[src/rtl/cpu_ctrl_pkg.sv]
// Shared opcode map, state encodings and decode bundle for the multicycle CPU sequencer.
package cpu_ctrl_pkg;

    localparam logic [4:0] OP_ADD      = 5'd0;
    localparam logic [4:0] OP_SUB      = 5'd1;
    localparam logic [4:0] OP_AND      = 5'd2;
    localparam logic [4:0] OP_OR       = 5'd3;
    localparam logic [4:0] OP_XOR      = 5'd4;
    localparam logic [4:0] OP_NOT      = 5'd5;
    localparam logic [4:0] OP_SHL      = 5'd6;
    localparam logic [4:0] OP_SHR      = 5'd7;
    localparam logic [4:0] OP_CMPEQ    = 5'd14;
    localparam logic [4:0] OP_CMPLT    = 5'd15;
    localparam logic [4:0] OP_CMPLE    = 5'd16;
    localparam logic [4:0] OP_ALU_LAST = OP_CMPLE;
    localparam logic [4:0] OP_BR       = 5'd17;
    localparam logic [4:0] OP_STW      = 5'd18;
    localparam logic [4:0] OP_LDW      = 5'd19;

    // ALU status bit positions, shared with the datapath.
    localparam int FLAG_Z = 0;
    localparam int FLAG_N = 1;

    typedef enum logic [3:0] {
        S_IDLE   = 4'd0,
        S_FETCH  = 4'd1,
        S_IR_LD  = 4'd2,
        S_DECODE = 4'd3,
        S_EXEC   = 4'd4,
        S_MEM_RD = 4'd5,
        S_MDR_LD = 4'd6,
        S_MEM_WR = 4'd7,
        S_WB     = 4'd8,
        S_PC_UPD = 4'd9,
        S_TRAP   = 4'd10
    } state_e;

    typedef struct packed {
        logic is_alu;
        logic is_br;
        logic is_ld;
        logic is_st;
        logic is_bad;
    } dec_t;

    // States that wait on the memory handshake and are covered by the watchdog.
    function automatic logic is_mem_wait(input state_e s);
        return (s == S_FETCH) || (s == S_MEM_RD) || (s == S_MEM_WR);
    endfunction

endpackage

[src/rtl/cpu_ctrl_decode.sv]
// Combinational opcode classifier: exactly one of the dec_o bits is set for any opcode.
module cpu_ctrl_decode import cpu_ctrl_pkg::*; #(
    parameter int OP_W = 5
) (
    input  logic [OP_W-1:0] opcode_i,
    output dec_t            dec_o
);

    // NOTE: every output of a combinational block gets a default first, so no path can infer a latch.
    always_comb begin
        dec_o = '0;
        if (opcode_i <= OP_W'(OP_ALU_LAST))
            dec_o.is_alu = 1'b1;
        else if (opcode_i == OP_W'(OP_BR))
            dec_o.is_br = 1'b1;
        else if (opcode_i == OP_W'(OP_STW))
            dec_o.is_st = 1'b1;
        else if (opcode_i == OP_W'(OP_LDW))
            dec_o.is_ld = 1'b1;
        else
            dec_o.is_bad = 1'b1;
    end

endmodule

[src/rtl/cpu_ctrl.sv]
// Multicycle Moore sequencer: walks each instruction through fetch/decode/execute/memory/writeback
// and drives every datapath enable and mux select from registered state.
module cpu_ctrl import cpu_ctrl_pkg::*; #(
    parameter int OP_W        = 5,
    parameter int CNT_W       = 16,
    parameter int MEM_TIMEOUT = 0
) (
    input  logic             CLK,
    input  logic             reset,
    input  logic             run,
    input  logic             step,
    input  logic [15:0]      IR,
    input  logic             mem_ready,
    output logic             MemRead,
    output logic             MemWrite,
    output logic             IR_EN,
    output logic             MDR_EN,
    output logic             PC_EN,
    output logic             BR_EN,
    output logic             RFwrite,
    output logic             LDW_EN,
    output logic             dataW_MDR,
    output logic             halted,
    output logic             illegal,
    output logic             timeout,
    output logic [CNT_W-1:0] instr_count,
    output logic [3:0]       state_out
);

    localparam int WD_W = (MEM_TIMEOUT > 1) ? $clog2(MEM_TIMEOUT + 1) : 1;

    state_e           state_q, state_d;
    logic             is_load_q, is_load_d;
    logic             is_br_q, is_br_d;
    logic             illegal_q, illegal_d;
    logic             timeout_q, timeout_d;
    logic             step_pend_q, step_pend_d;
    logic [CNT_W-1:0] cnt_q, cnt_d;
    logic [WD_W-1:0]  wd_q, wd_d;
    logic             wd_expire;
    dec_t             dec;
    logic             unused_bits;

    cpu_ctrl_decode #(.OP_W(OP_W)) u_decode (
        .opcode_i (IR[15 -: OP_W]),
        .dec_o    (dec)
    );

    // Operand fields feed the datapath directly; the sequencer only needs the opcode class.
    assign unused_bits = ^{IR[15-OP_W:0], dec.is_alu};

    assign wd_expire = (MEM_TIMEOUT > 0) && is_mem_wait(state_q) && !mem_ready &&
                       (wd_q == WD_W'(MEM_TIMEOUT - 1));

    always_comb begin
        state_d     = state_q;
        is_load_d   = is_load_q;
        is_br_d     = is_br_q;
        illegal_d   = illegal_q;
        timeout_d   = timeout_q;
        step_pend_d = step_pend_q;
        cnt_d       = cnt_q;
        case (state_q)
            S_IDLE: begin
                if (step && !run)
                    step_pend_d = 1'b1;
                if (run || step || step_pend_q)
                    state_d = S_FETCH;
            end
            S_FETCH:  if (mem_ready) state_d = S_IR_LD;
            S_IR_LD:  state_d = S_DECODE;
            S_DECODE: begin
                is_load_d = dec.is_ld;
                is_br_d   = dec.is_br;
                if (dec.is_bad) begin
                    state_d   = S_TRAP;
                    illegal_d = 1'b1;
                end else if (dec.is_br)
                    state_d = S_PC_UPD;
                else if (dec.is_st)
                    state_d = S_MEM_WR;
                else if (dec.is_ld)
                    state_d = S_MEM_RD;
                else
                    state_d = S_EXEC;
            end
            S_EXEC:   state_d = S_WB;
            S_MEM_RD: if (mem_ready) state_d = S_MDR_LD;
            S_MDR_LD: state_d = S_WB;
            S_MEM_WR: if (mem_ready) state_d = S_PC_UPD;
            S_WB:     state_d = S_PC_UPD;
            S_PC_UPD: begin
                cnt_d       = cnt_q + 1'b1;
                step_pend_d = 1'b0;
                state_d     = run ? S_FETCH : S_IDLE;
            end
            S_TRAP:   state_d = S_TRAP;
            default:  state_d = S_IDLE;
        endcase
        if (wd_expire) begin
            state_d   = S_TRAP;
            timeout_d = 1'b1;
        end
    end

    // Watchdog restarts on each entry into a wait state, so back-to-back waits never share a budget.
    always_comb begin
        wd_d = wd_q;
        if (is_mem_wait(state_d) && (state_d != state_q))
            wd_d = '0;
        else if (is_mem_wait(state_q) && !mem_ready)
            wd_d = wd_q + 1'b1;
    end

    // NOTE: state registers use non-blocking assignments so every flop samples pre-edge values.
    always_ff @(posedge CLK) begin
        if (reset) begin
            state_q     <= S_IDLE;
            is_load_q   <= 1'b0;
            is_br_q     <= 1'b0;
            illegal_q   <= 1'b0;
            timeout_q   <= 1'b0;
            step_pend_q <= 1'b0;
            cnt_q       <= '0;
            wd_q        <= '0;
        end else begin
            state_q     <= state_d;
            is_load_q   <= is_load_d;
            is_br_q     <= is_br_d;
            illegal_q   <= illegal_d;
            timeout_q   <= timeout_d;
            step_pend_q <= step_pend_d;
            cnt_q       <= cnt_d;
            wd_q        <= wd_d;
        end
    end

    always_comb begin
        MemRead   = 1'b0;
        MemWrite  = 1'b0;
        IR_EN     = 1'b0;
        MDR_EN    = 1'b0;
        PC_EN     = 1'b0;
        BR_EN     = 1'b0;
        RFwrite   = 1'b0;
        LDW_EN    = 1'b0;
        dataW_MDR = 1'b0;
        case (state_q)
            S_FETCH:  MemRead = 1'b1;
            S_IR_LD: begin
                MemRead = 1'b1;
                IR_EN   = 1'b1;
            end
            S_MEM_RD: begin
                MemRead = 1'b1;
                LDW_EN  = 1'b1;
            end
            S_MDR_LD: begin
                MemRead = 1'b1;
                LDW_EN  = 1'b1;
                MDR_EN  = 1'b1;
            end
            S_MEM_WR: begin
                MemWrite = 1'b1;
                LDW_EN   = 1'b1;
            end
            S_WB: begin
                RFwrite   = 1'b1;
                dataW_MDR = is_load_q;
            end
            S_PC_UPD: begin
                PC_EN = 1'b1;
                BR_EN = is_br_q;
            end
            default: ;
        endcase
    end

    assign halted      = (state_q == S_IDLE) || (state_q == S_TRAP);
    assign illegal     = illegal_q;
    assign timeout     = timeout_q;
    assign instr_count = cnt_q;
    assign state_out   = state_q;

endmodule

[config.mk]
export PLATFORM = sky130hd
export DESIGN_NAME = cpu_ctrl
export DESIGN_NICKNAME = d
export VERILOG_FILES = /design/src/rtl/cpu_ctrl_pkg.sv /design/src/rtl/cpu_ctrl_decode.sv /design/src/rtl/cpu_ctrl.sv
export SDC_FILE = /design/constraint.sdc
export NUM_CORES = 1
export LEC_CHECK = 0
export CORE_ASPECT_RATIO = 1.25
export CORE_MARGIN = 3
export CORE_UTILIZATION = 40
export DETAILED_ROUTE_END_ITERATION = 10
export DONT_BUFFER_PORTS = 1
export GPL_ROUTABILITY_DRIVEN = 0
export GPL_TIMING_DRIVEN = 0
export PLACE_DENSITY = 0.62
export SYNTH_ARGS = -nofsm -noshare
export SYNTH_HDL_FRONTEND = slang
export SYNTH_HIERARCHICAL = 1
export SYNTH_SLANG_ARGS = --single-unit
[constraint.sdc]
create_clock -name CLK -period 5.27 [get_ports CLK]
set_input_delay 1.054 -clock CLK [delete_from_list [all_inputs] [get_ports CLK]]
set_output_delay 1.054 -clock CLK [all_outputs]
set_load 0.1 [all_outputs]
==> flow_metrics.env <==
export IMPL_critPathArrivalTime_ps=3330
export IMPL_viasPerCell=5.828
export IMPL_final_cell_mix="dfxtp_1 (24), nor2_1 (17), nand2_1 (13)"
export IMPL_path_cells="nand4bb_4 > inv_1 > clkbuf_2 > and2_1"
export IMPL_die_w_um=57.33
export IMPL_syn_area_per_cell_um2=7.985
export IMPL_cp_top_family="flip-flops"
export IMPL_numCtsBuffers=3
export IMPL_post_cts_buffers=0
export IMPL_antenna_cells=0
export IMPL_max_vdd_ir_drop_mv=0.2103
export IMPL_slew_headroom_pct=16.46
export IMPL_layout_drive_gt1_share_pct=11.56
export IMPL_syn_to_final_growth_pct=13.01
export IMPL_critical_path_class="reg2out"
export IMPL_fin_crit_ps=4383
export IMPL_startpoint_type="flip-flop"
export IMPL_dp_hpwl_um=2451
export IMPL_multi_input_area_um2=810.8
export IMPL_initial_core_util_pct=43.12
export IMPL_first_iter_violations=42
export IMPL_grt_start_max_net_pins=13
export IMPL_drc_errors=0
export IMPL_setup_viol=0
export IMPL_grt_pass1_wl_um=5023
export IMPL_post_route_period_util_pct=83.17
export IMPL_grt_setup_unrepaired="false"
export IMPL_insertion_delay_ps=300
export IMPL_htree_levels=1
export IMPL_post_route_util_pct=48.73
export IMPL_final_nets=197
export IMPL_worst_slack_ps=887.1
export IMPL_port_buffers=0
export IMPL_hold_viol_final=0
export IMPL_finalPower_uw=435.4
export IMPL_yosysWarnings=6
export IMPL_layout_cells_non_filler=209
export IMPL_chipHeight_um=70.17
export IMPL_post_place_ws_ps=1203
export IMPL_drt_wirelength_per_cell_um=14.72
export IMPL_ant_nets=0
export IMPL_core_mm2=0.003055
export IMPL_critPathBufInv=2
export IMPL_grt_pass1_vias=1153
export IMPL_slew_viol_final=0
export IMPL_p_per_area_mw_per_mm2=292.5
export IMPL_max_stage_delay_ps=1170
export IMPL_synth_fp_nets=187
export IMPL_grt_usage_pct=15.28
export IMPL_tns_ps=0
export IMPL_dp_cells=206
export IMPL_syn_cell_area_mm2=0.001318
export IMPL_grt_overflow_total=0
export IMPL_hold_buffers=0
export IMPL_crit_fanout=10
export IMPL_slowest_stage="dfxtp_1"
export IMPL_status="complete, no violations"
export IMPL_wl_um=3076
export IMPL_num_fill_cells=291
export IMPL_cellLeakagePower_uw=0.0005257
export IMPL_critPathCaptureType="primary output"
export IMPL_die_area_mm2=0.004023
export IMPL_ctsResizeCount=0
export IMPL_cts_tree="yes"
export IMPL_area_sequential_um2=480.5
export IMPL_skew_ps=2.810
export IMPL_ctsRootBufferMaster="clkbuf_4"
export IMPL_worst_slew_pin_slew_ps=1251
export IMPL_final_common_cell="dfxtp_1"
export IMPL_io_pins=53
export IMPL_reg2reg_slack_ps=2290
export IMPL_grt_antenna_before_repair=0
export IMPL_cp_required_ps=4220
export IMPL_holdCritPathClass="reg2reg"
export IMPL_clkTransAtPathRegs_ps=110
export IMPL_synth_cells=165
export IMPL_cts_sinks=24
export IMPL_clockBufferDepth=2
export IMPL_fmax_mhz=228.2
export IMPL_drt_first_pass_iters=4
export IMPL_drv_cap=0
export IMPL_via_count=1218
export IMPL_core_rowCount=22
==> per-stage QoR <==
step	hold WS [ps]	cell area (µm²)
floorplan	451.5	1324
global placement	471.6	1369
detailed placement	476.5	1466
CTS	506.8	1489
global route	564.3	1489
finish	501.8	1489
==> report_power, final <==
group	internal, µW	switching [µW]
clock	26.7	48.8
sequential	186	37.7
combinational	38.8	97.0
total	252	184
==> final cells by class <==
class | instances | share of cell area [%]
multi-input cells | 127 | 54.45
flip-flops and latches | 24 | 32.27
repair buffers | 5 | 4.370
well taps | 36 | 3.025
inverters | 5 | 1.261
plain buffers | 9 | 3.109
clock buffers | 3 | 1.513
==> state kept, by name, summed over array words and instances (netlist names) <==
name and flops:
step_pend_q 1, is_br_q 1, illegal 1, instr_count 16, is_load_q 1, state_out 4
==> tightest hold or removal path: stages (launching register included) <==
cell,delay [ps]
dfxtp_1,340
mux2i_1,60
nor2_1,70
==> per-layer routing <==
metal / GRT usage [%] / share of wire (%)
met4: 5.412 / 1.7
met1: 16.84 / 40
met3: 5.176 / 7.9
met5: 0 / 0
met2: 26.68 / 51
==> worst paths after layout <==
check                     from           end  cells past startpoint
setup / recovery  state_out[3]         BR_EN                      4
hold / removal         is_br_q       is_br_q                      2
setup reg to reg  state_out[1]  state_out[1]                      6
hold reg to reg        is_br_q       is_br_q                      2
(Power assumes the default switching activity.)
